### src/rtl/ws2812_board_renderer_pkg.sv
// Shared colour constants, FSM encoding and helpers for the WS2812 board renderer.
package ws2812_board_renderer_pkg;

    localparam logic [23:0] WHITE      = 24'hFFFFFF;
    localparam logic [23:0] BLUE       = 24'h0000FF;
    localparam logic [23:0] LIGHT_BLUE = 24'hFF00FF;
    localparam logic [23:0] RED        = 24'h00FF00;
    localparam logic [23:0] LIGHT_RED  = 24'h3CFF00;
    localparam logic [23:0] NONE       = 24'h000000;

    localparam int BITS_PER_LED = 24;

    typedef enum logic [1:0] {
        ST_IDLE,
        ST_LOAD,
        ST_SEND,
        ST_LATCH
    } state_t;

    function automatic int ns_to_cycles(input int ns, input int mhz);
        return ns * mhz / 1000;
    endfunction

    // GRB colour of one square; the cursor overrides everything, player beats cpu.
    function automatic logic [23:0] square_colour(input logic player, input logic cpu,
                                                  input logic king, input logic hit,
                                                  input logic [1:0] dim);
        logic [23:0] c;
        if (hit)         c = WHITE;
        else if (player) c = king ? LIGHT_BLUE : BLUE;
        else if (cpu)    c = king ? LIGHT_RED : RED;
        else             c = NONE;
        return {c[23:16] >> dim, c[15:8] >> dim, c[7:0] >> dim};
    endfunction

endpackage

### src/rtl/ws2812_board_renderer_if.sv
// Game-state and frame handshake bundle between the game logic and the renderer.
interface ws2812_board_renderer_if #(
    parameter int NUM_SQUARES = 32
);
    logic [NUM_SQUARES-1:0]         player_pieces;
    logic [NUM_SQUARES-1:0]         cpu_pieces;
    logic [NUM_SQUARES-1:0]         king_pieces;
    logic                           cursor_en;
    logic [$clog2(NUM_SQUARES)-1:0] cursor_sq;
    logic [1:0]                     dim;
    logic                           auto_refresh;
    logic                           start;
    logic                           busy;
    logic                           frame_done;

    modport master (
        output player_pieces, cpu_pieces, king_pieces, cursor_en, cursor_sq,
               dim, auto_refresh, start,
        input  busy, frame_done
    );

    modport slave (
        input  player_pieces, cpu_pieces, king_pieces, cursor_en, cursor_sq,
               dim, auto_refresh, start,
        output busy, frame_done
    );
endinterface

### src/rtl/ws2812_board_renderer_bit_tx.sv
// Single-bit WS2812 waveform generator: high for T0H/T1H, low to the bit period.
module ws2812_board_renderer_bit_tx #(
    parameter int T0H  = 40,
    parameter int T1H  = 80,
    parameter int TBIT = 125
) (
    input  logic clk,
    input  logic rst_n,
    input  logic bit_i,
    input  logic valid_i,
    output logic ready_o,
    output logic dout_o
);
    localparam int CW = $clog2(TBIT);

    logic [CW-1:0] cnt_q;
    logic          active_q;
    logic          bit_q;
    logic          dout_q;

    // A new bit accepted on the ready cycle starts with no gap.
    assign ready_o = active_q && (cnt_q == CW'(TBIT - 1));
    assign dout_o  = dout_q;

    always_ff @(posedge clk or negedge rst_n) begin
        if (!rst_n) begin
            cnt_q    <= '0;
            active_q <= 1'b0;
            bit_q    <= 1'b0;
            dout_q   <= 1'b0;
        end else begin
            if (valid_i) begin
                active_q <= 1'b1;
                bit_q    <= bit_i;
                cnt_q    <= '0;
            end else if (ready_o) begin
                active_q <= 1'b0;
            end else if (active_q) begin
                cnt_q <= cnt_q + CW'(1);
            end
            dout_q <= active_q && (cnt_q < CW'(bit_q ? T1H : T0H));
        end
    end
endmodule

### src/rtl/ws2812_board_renderer.sv
// WS2812 checkers-board renderer: snapshots the board, maps squares to GRB and
// streams the frame followed by the latch gap.
module ws2812_board_renderer
    import ws2812_board_renderer_pkg::*;
#(
    parameter int NUM_SQUARES     = 32,
    parameter int LEDS_PER_SQUARE = 2,
    parameter int SYS_FREQ_MHZ    = 100,
    parameter int T0H_NS          = 400,
    parameter int T1H_NS          = 800,
    parameter int BIT_PERIOD_NS   = 1250,
    parameter int LATCH_US        = 60
) (
    input  logic                    clk,
    input  logic                    rst_n,
    ws2812_board_renderer_if.slave  bus,
    output logic                    led_dout_o
);
    localparam int T0H    = ns_to_cycles(T0H_NS, SYS_FREQ_MHZ);
    localparam int T1H    = ns_to_cycles(T1H_NS, SYS_FREQ_MHZ);
    localparam int TBIT   = ns_to_cycles(BIT_PERIOD_NS, SYS_FREQ_MHZ);
    localparam int TLATCH = LATCH_US * SYS_FREQ_MHZ;
    localparam int SQW    = $clog2(NUM_SQUARES);
    localparam int SUBW   = (LEDS_PER_SQUARE > 1) ? $clog2(LEDS_PER_SQUARE) : 1;
    localparam int LW     = $clog2(TLATCH);

    state_t          state_q;
    logic            busy_q, done_q, boot_q, first_q, issued_q;
    logic [SQW-1:0]  sq_q;
    logic [SUBW-1:0] sub_q;
    logic [4:0]      bit_q;
    logic [LW-1:0]   lat_q;
    logic [23:0]     colour_d [NUM_SQUARES];
    logic [23:0]     colour_q [NUM_SQUARES];
    logic            tx_valid, tx_ready, tx_bit, led_lit, last_bit;

    for (genvar gi = 0; gi < NUM_SQUARES; gi++) begin : g_square
        assign colour_d[gi] = square_colour(bus.player_pieces[gi], bus.cpu_pieces[gi],
                                            bus.king_pieces[gi],
                                            bus.cursor_en && (bus.cursor_sq == SQW'(gi)),
                                            bus.dim);
    end

    always_ff @(posedge clk or negedge rst_n) begin
        if (!rst_n) begin
            for (int i = 0; i < NUM_SQUARES; i++) colour_q[i] <= '0;
        end else if (state_q == ST_LOAD) begin
            for (int i = 0; i < NUM_SQUARES; i++) colour_q[i] <= colour_d[i];
        end
    end

    assign led_lit  = (sub_q == SUBW'(LEDS_PER_SQUARE - 1));
    assign tx_bit   = led_lit & colour_q[sq_q][5'd23 - bit_q];
    assign last_bit = (bit_q == 5'(BITS_PER_LED - 1)) && led_lit &&
                      (sq_q == SQW'(NUM_SQUARES - 1));
    assign tx_valid = (state_q == ST_SEND) && !issued_q && (first_q || tx_ready);

    assign bus.busy       = busy_q;
    assign bus.frame_done = done_q;

    // Leaving reset in LATCH (with boot_q) guarantees a full low gap before the
    // first frame, without reporting busy or frame_done for it.
    always_ff @(posedge clk or negedge rst_n) begin
        if (!rst_n) begin
            state_q  <= ST_LATCH;
            boot_q   <= 1'b1;
            busy_q   <= 1'b0;
            done_q   <= 1'b0;
            first_q  <= 1'b0;
            issued_q <= 1'b0;
            sq_q     <= '0;
            sub_q    <= '0;
            bit_q    <= '0;
            lat_q    <= '0;
        end else begin
            done_q <= 1'b0;
            case (state_q)
                ST_IDLE: begin
                    if (bus.start) begin
                        state_q <= ST_LOAD;
                        busy_q  <= 1'b1;
                    end
                end
                ST_LOAD: begin
                    state_q  <= ST_SEND;
                    first_q  <= 1'b1;
                    issued_q <= 1'b0;
                    sq_q     <= '0;
                    sub_q    <= '0;
                    bit_q    <= '0;
                end
                ST_SEND: begin
                    if (tx_valid) begin
                        first_q <= 1'b0;
                        if (last_bit) begin
                            issued_q <= 1'b1;
                        end else if (bit_q == 5'(BITS_PER_LED - 1)) begin
                            bit_q <= '0;
                            if (led_lit) begin
                                sub_q <= '0;
                                sq_q  <= sq_q + SQW'(1);
                            end else begin
                                sub_q <= sub_q + SUBW'(1);
                            end
                        end else begin
                            bit_q <= bit_q + 5'd1;
                        end
                    end
                    if (tx_ready && issued_q) begin
                        state_q <= ST_LATCH;
                        lat_q   <= '0;
                    end
                end
                ST_LATCH: begin
                    lat_q <= lat_q + LW'(1);
                    if (lat_q == LW'(TLATCH - 2) && !boot_q) done_q <= 1'b1;
                    if (lat_q == LW'(TLATCH - 1)) begin
                        lat_q  <= '0;
                        boot_q <= 1'b0;
                        if (bus.auto_refresh && !boot_q) begin
                            state_q <= ST_LOAD;
                        end else begin
                            state_q <= ST_IDLE;
                            busy_q  <= 1'b0;
                        end
                    end
                end
                default: state_q <= ST_IDLE;
            endcase
        end
    end

    ws2812_board_renderer_bit_tx #(
        .T0H  (T0H),
        .T1H  (T1H),
        .TBIT (TBIT)
    ) u_bit_tx (
        .clk     (clk),
        .rst_n   (rst_n),
        .bit_i   (tx_bit),
        .valid_i (tx_valid),
        .ready_o (tx_ready),
        .dout_o  (led_dout_o)
    );
endmodule

### src/flat_wrapper.sv
// flat-port wrapper written by rule: the top's interface ports become plain ports
module ws2812_board_renderer_flat import ws2812_board_renderer_pkg::*;
#(
    parameter int NUM_SQUARES     = 32,
    parameter int LEDS_PER_SQUARE = 2,
    parameter int SYS_FREQ_MHZ    = 100,
    parameter int T0H_NS          = 400,
    parameter int T1H_NS          = 800,
    parameter int BIT_PERIOD_NS   = 1250,
    parameter int LATCH_US        = 60
)
  (clk, rst_n, led_dout_o, bus_player_pieces, bus_cpu_pieces, bus_king_pieces, bus_cursor_en, bus_cursor_sq, bus_dim, bus_auto_refresh, bus_start, bus_busy, bus_frame_done);
  ws2812_board_renderer_if #(.NUM_SQUARES(NUM_SQUARES)) bus_i ();
  input  logic clk;
  input  logic rst_n;
  output logic led_dout_o;
  input wire logic [$bits(bus_i.player_pieces)-1:0] bus_player_pieces;
  input wire logic [$bits(bus_i.cpu_pieces)-1:0] bus_cpu_pieces;
  input wire logic [$bits(bus_i.king_pieces)-1:0] bus_king_pieces;
  input wire logic [$bits(bus_i.cursor_en)-1:0] bus_cursor_en;
  input wire logic [$bits(bus_i.cursor_sq)-1:0] bus_cursor_sq;
  input wire logic [$bits(bus_i.dim)-1:0] bus_dim;
  input wire logic [$bits(bus_i.auto_refresh)-1:0] bus_auto_refresh;
  input wire logic [$bits(bus_i.start)-1:0] bus_start;
  output wire logic [$bits(bus_i.busy)-1:0] bus_busy;
  output wire logic [$bits(bus_i.frame_done)-1:0] bus_frame_done;
  assign bus_i.player_pieces = bus_player_pieces;
  assign bus_i.cpu_pieces = bus_cpu_pieces;
  assign bus_i.king_pieces = bus_king_pieces;
  assign bus_i.cursor_en = bus_cursor_en;
  assign bus_i.cursor_sq = bus_cursor_sq;
  assign bus_i.dim = bus_dim;
  assign bus_i.auto_refresh = bus_auto_refresh;
  assign bus_i.start = bus_start;
  assign bus_busy = bus_i.busy;
  assign bus_frame_done = bus_i.frame_done;
  ws2812_board_renderer #(.NUM_SQUARES(NUM_SQUARES), .LEDS_PER_SQUARE(LEDS_PER_SQUARE), .SYS_FREQ_MHZ(SYS_FREQ_MHZ), .T0H_NS(T0H_NS), .T1H_NS(T1H_NS), .BIT_PERIOD_NS(BIT_PERIOD_NS), .LATCH_US(LATCH_US)) u_core (.clk(clk), .rst_n(rst_n), .bus(bus_i), .led_dout_o(led_dout_o));
endmodule
### config.mk
export PLATFORM = sky130hd
export DESIGN_NAME = ws2812_board_renderer_flat
export DESIGN_NICKNAME = d
export VERILOG_FILES = /design/src/rtl/ws2812_board_renderer_pkg.sv /design/src/rtl/ws2812_board_renderer_if.sv /design/src/rtl/ws2812_board_renderer_bit_tx.sv /design/src/rtl/ws2812_board_renderer.sv /design/src/flat_wrapper.sv
export SDC_FILE = /design/constraint.sdc
export NUM_CORES = 1
export LEC_CHECK = 0
export ABC_CLOCK_PERIOD_IN_PS = 3090
export BUFFER_PORTS_ARGS = -buffer_cell sky130_fd_sc_hd__buf_4
export CORE_UTILIZATION = 61
export DETAILED_ROUTE_END_ITERATION = 10
export PLACE_DENSITY = 0.79
export SYNTH_ARGS = -nofsm -noshare
export SYNTH_HDL_FRONTEND = slang
export SYNTH_HIERARCHICAL = 1
export SYNTH_SLANG_ARGS = --single-unit
### constraint.sdc
create_clock -name clk -period 3.09 [get_ports clk]
set_input_delay 0.309 -clock clk [delete_from_list [all_inputs] [get_ports clk]]
set_output_delay 0.309 -clock clk [all_outputs]
set_load 0.01 [all_outputs]
==> impl_results.html <==
<table>
<tr><th>Metric</th><th>Value</th></tr>
<tr><th colspan="2">Cells and area</th></tr>
<tr><td>Growth of design area from synthesis to finish</td><td>15.1%</td></tr>
<tr><td>Final cell count without fillers</td><td>between 3000 and 4000</td></tr>
<tr><td>Share of final-layout standard cells stronger than drive strength 1</td><td>19.1%</td></tr>
<tr><td>NumNets Final</td><td>around 2700</td></tr>
<tr><td>Number of fill cells in the layout</td><td>3089</td></tr>
<tr><th colspan="2">Synth</th></tr>
<tr><td>Count of unique library cells instantiated by Yosys</td><td>73</td></tr>
<tr><td>Cell taking the most area after synthesis</td><td>dfrtp_1</td></tr>
<tr><td>Area fraction of the dominant cell type after synthesis</td><td>50.2%</td></tr>
<tr><td>#FFs+latches synth</td><td>553</td></tr>
<tr><td>Total number of yosys warnings</td><td>6</td></tr>
<tr><td>Avg Inst Size Synth</td><td>about 11 um2</td></tr>
<tr><td>Share of flip-flops with an asynchronous set or reset after synthesis</td><td>100%</td></tr>
<tr><td>Cell Area, Synth</td><td>~27000 um2</td></tr>
<tr><td>Leading cell types by count after synthesis</td><td>dfrtp_1, o2bb2ai_1, nor2_1</td></tr>
<tr><td>Net count after synthesis</td><td>about 2500</td></tr>
<tr><td>Fraction of the yosys area taken by sequential cells</td><td>~50%</td></tr>
<tr><td>Largest cells by area after synthesis</td><td>dfrtp_1, o2bb2ai_1, mux4_2</td></tr>
<tr><td>Predominant post-synthesis flop cell</td><td>dfrtp_1</td></tr>
<tr><td>Count of flip-flops with a built-in enable after synthesis</td><td>0</td></tr>
<tr><td>Instance count of the mapped netlist</td><td>2420</td></tr>
<tr><td>Count leader, synth</td><td>dfrtp_1</td></tr>
<tr><th colspan="2">Place</th></tr>
<tr><td>Number of cells in the design after placement</td><td>~3100</td></tr>
<tr><td>Detailed-placement wirelength estimate</td><td>just over 60000 um</td></tr>
<tr><td>Count of input and output buffers</td><td>110</td></tr>
<tr><td>Final estimated routing congestion in global placement</td><td>around 0.97</td></tr>
<tr><th colspan="2">Route</th></tr>
<tr><td>Total vias in the final route</td><td>22700</td></tr>
<tr><td>DRT iter0 DRCs</td><td>3217</td></tr>
<tr><td>1st-pass router iterations</td><td>6</td></tr>
<tr><td>Wire length per cell</td><td>29.0 um</td></tr>
<tr><td>DRT antenna net count</td><td>0</td></tr>
<tr><td>Detailed-route DRC error count</td><td>0</td></tr>
<tr><td>Total wire length after detailed routing</td><td>92200 um</td></tr>
<tr><td>Vias/cell</td><td>just over 7</td></tr>
<tr><th colspan="2">Critical path</th></tr>
<tr><td>Standard cell with the maximum stage delay on the critical path</td><td>mux4_1</td></tr>
<tr><td>Number of gates on the worst path with buffers counted</td><td>11</td></tr>
<tr><td>Critical path required time</td><td>3580 ps</td></tr>
<tr><td>Cell family contributing the most delay on the critical path</td><td>compound AO/OA/AOI/OAI gates</td></tr>
<tr><td>Setup Crit Path Kind</td><td>flop to flop</td></tr>
<tr><td>Crit path cell chain</td><td>buf_4 -&gt; buf_16 -&gt; mux4_1 -&gt; a22oi_1 -&gt; a21oi_1 -&gt; nor4_1 -&gt; a2111oi_0 -&gt; o31ai_1 -&gt; a211oi_2 -&gt; nand2_1 -&gt; o21ai_0</td></tr>
<tr><td>Arrival time at the worst endpoint</td><td>~3500 ps</td></tr>
<tr><td>CP endpoint kind</td><td>flop</td></tr>
<tr><td>Depth of the most critical reg-to-reg path</td><td>11</td></tr>
<tr><td>Largest stage delay, worst path</td><td>slightly above 600 ps</td></tr>
<tr><td>Kind of start point of the critical path</td><td>flop</td></tr>
<tr><td>Buffers plus inverters on the worst setup path</td><td>2</td></tr>
<tr><td>Highest net fanout along the worst path</td><td>14</td></tr>
<tr><th colspan="2">CTS</th></tr>
<tr><td>Clock transition time at the flip-flop clock pins of the worst setup and hold paths</td><td>roughly 60 ps</td></tr>
<tr><td>Clk buf depth</td><td>3</td></tr>
<tr><td>Number of buffers inserted during clock tree synthesis</td><td>55</td></tr>
<tr><td>Clock Root Buffer</td><td>clkbuf_16</td></tr>
<tr><td>CTS tree</td><td>built</td></tr>
<tr><td>Clock insertion delay at the later pin of the skew report</td><td>630 ps</td></tr>
<tr><td>Sink count of the clock tree</td><td>around 550</td></tr>
<tr><td>Number of levels in the clock H-tree</td><td>2</td></tr>
<tr><th colspan="2">Power</th></tr>
<tr><td>Areal power density over the cells</td><td>between 900 and 1000 nW/um2</td></tr>
<tr><td>Lkg Pwr</td><td>about 13 nW</td></tr>
<tr><td>Worst VDD drop</td><td>around 0.85 mV</td></tr>
<tr><th colspan="2">STA</th></tr>
<tr><td>Setup repair after global routing missed its margin</td><td>no</td></tr>
<tr><td>Total negative setup slack</td><td>0 ps</td></tr>
<tr><td>Number of endpoints failing setup at the final stage</td><td>0</td></tr>
<tr><td>Fraction of the cycle the final worst path needs</td><td>97.2%</td></tr>
<tr><td>Final hold violations</td><td>0</td></tr>
<tr><td>Relative max-transition margin</td><td>~24%</td></tr>
<tr><td>Layout Skew</td><td>19.7 ps</td></tr>
<tr><td>Peak Freq</td><td>between 0.3 and 0.4 GHz</td></tr>
<tr><td>Minimum clock period</td><td>around 3000 ps</td></tr>
<tr><td>Final slew viol count</td><td>0</td></tr>
<tr><td>Worst-margin pin slew</td><td>around 1100 ps</td></tr>
<tr><th colspan="2">Global routing</th></tr>
<tr><td>Antenna violations before repair</td><td>5</td></tr>
<tr><td>Vias in the first global route</td><td>approximately 22000</td></tr>
<tr><td>Remaining Overflow, GRT</td><td>0</td></tr>
<tr><td>Largest net degree at the start of global routing</td><td>just over 100</td></tr>
<tr><td>Global-route total usage across every layer</td><td>between 40% and 50%</td></tr>
<tr><td>Wire length of the first global-routing pass</td><td>140000 um</td></tr>
<tr><th colspan="2">Die</th></tr>
<tr><td>Die outline area</td><td>45800 um2</td></tr>
<tr><td>Die width</td><td>between 200 and 250 um</td></tr>
<tr><td>Height of the die</td><td>~210 um</td></tr>
<tr><td>I/O pin cnt</td><td>about 110</td></tr>
<tr><td>Placement row count</td><td>77</td></tr>
<tr><td>Floorplan core area</td><td>about 44000 um2</td></tr>
<tr><td>Initial Util</td><td>about three fifths</td></tr>
<tr><th colspan="2">Flow run</th></tr>
<tr><td>Max Cap Viol</td><td>0</td></tr>
<tr><th colspan="2">Hold path</th></tr>
<tr><td>Hold path cells</td><td>3</td></tr>
<tr><td>Class of the most critical hold timing path</td><td>input port to flop</td></tr>
<tr><th colspan="2">Status</th></tr>
<tr><td>Status</td><td>finished, final reports clean</td></tr>
</table>
## metal layers
metal	vias to the layer above	routed length (um)	global-route usage [%]	part of all wire, %
met5	-	27	0	0.029
met4	4	5550	22.4	6.0
met2	1614	40800	59.7	44
li1	9341	-	-	-
met1	11400	35000	55.6	38
met3	313	10800	9.40	12
## placed cells by master, fill, tap and decap left out, types with 18 or more instances in the layout
cell type	netlist	routed
dfrtp_1	550	547
o2bb2ai_1	258	258
buf_4	4	212
nor2_1	210	209
o21ai_0	146	146
nand2_1	143	141
a21oi_1	137	137
inv_1	111	110
mux4_2	87	88
mux2i_1	71	71
clkbuf_16	0	59
a31oi_1	58	58
mux2_2	47	47
o21a_1	44	44
o221ai_1	32	32
mux4_1	32	31
nand3_1	30	29
nor2b_1	26	26
a21o_1	24	24
a211oi_1	18	18
## per-stage QoR
stage | hold WS (ps) | worst slack (ps) | instance area [um2] | power, mW | utilization, %
after floorplan | 13.4 | 332 | 27400 | 18.6 | -
after global placement | 345 | 155 | 29300 | 21.7 | 66.0
after detailed placement | 354 | 130 | 29300 | 22.2 | 66.0
after CTS | 0.301 | 91.3 | 31500 | 30.0 | 71.0
after global routing | 27.1 | 11.7 | 31600 | 31.7 | 71.2
final | 21.7 | 87.9 | 31600 | 30.4 | 71.2
## tightest hold or removal path: cells and delay by family
family          cells  cell delay (ps)
compound gates      2              200
buf+inv             1              100
## flip-flops by register name, indices dropped and copies added (netlist names), 2 cells and up
name,cells
u_core/bit_q,5
u_core/colour_q,512
u_core/sq_q,5
u_core/state_q,2
u_core/lat_q,13
u_core/u_bit_tx/cnt_q,7
## report_power, final
| group | switching (mW) | internal (mW) | leakage (nW) |
|---|---|---|---|
| clock | 2.99 | 4.76 | 1.02 |
| sequential | 2.04 | 10.3 | 7.04 |
| combinational | 5.73 | 4.58 | 5.41 |
## final timing paths
kind | slack, ps | from | end
max in group asynchronous | 1790 | rst_n | u_core/colour_q[692]
setup / recovery | 90 | u_core/sq_q[0] | u_core/u_bit_tx/bit_q
min in group asynchronous | 280 | rst_n | u_core/u_bit_tx/cnt_q[2]
hold reg to reg | 480 | u_core/colour_q[739] | u_core/colour_q[739]
setup reg to reg | 90 | u_core/sq_q[0] | u_core/u_bit_tx/bit_q
hold / removal | 20 | bus_king_pieces[25] | u_core/colour_q[166]
## repair_timing
action | 4_1_cts | 5_1_grt
buffers inserted | 0 | 2
endpoints found under the hold margin | 73 | 0
gates resized for setup | 0 | 5
setup endpoints to repair | 0 | 1
hold buffers | 10 | 0
## kinds of logic after synthesis
family | Yosys count | share of synthesized area (%)
AND/OR/NAND/NOR | 492 | 7.88
buffers and inverters | 296 | 4.95
flip-flops | 553 | 50.5
multiplexers | 237 | 14.7
AO/OA/AOI/OAI | 822 | 21.1
XOR/XNOR | 3 | 0.0958
adder cells (fa/ha/maj) | 17 | 0.757
## final cells by class
class	count	area, um2	area share [%]
Multi-Input combinational cell	1571	12300	38.9
Tap cell	592	741	2.35
Clock buffer	70	1530	4.86
Antenna cell	1	2.50	0.00793
Sequential cell	553	13900	43.9
Inverter	114	435	1.38
Timing Repair Buffer	245	2180	6.90
Clock inverter	31	557	1.76
(Power assumes the default switching activity.)
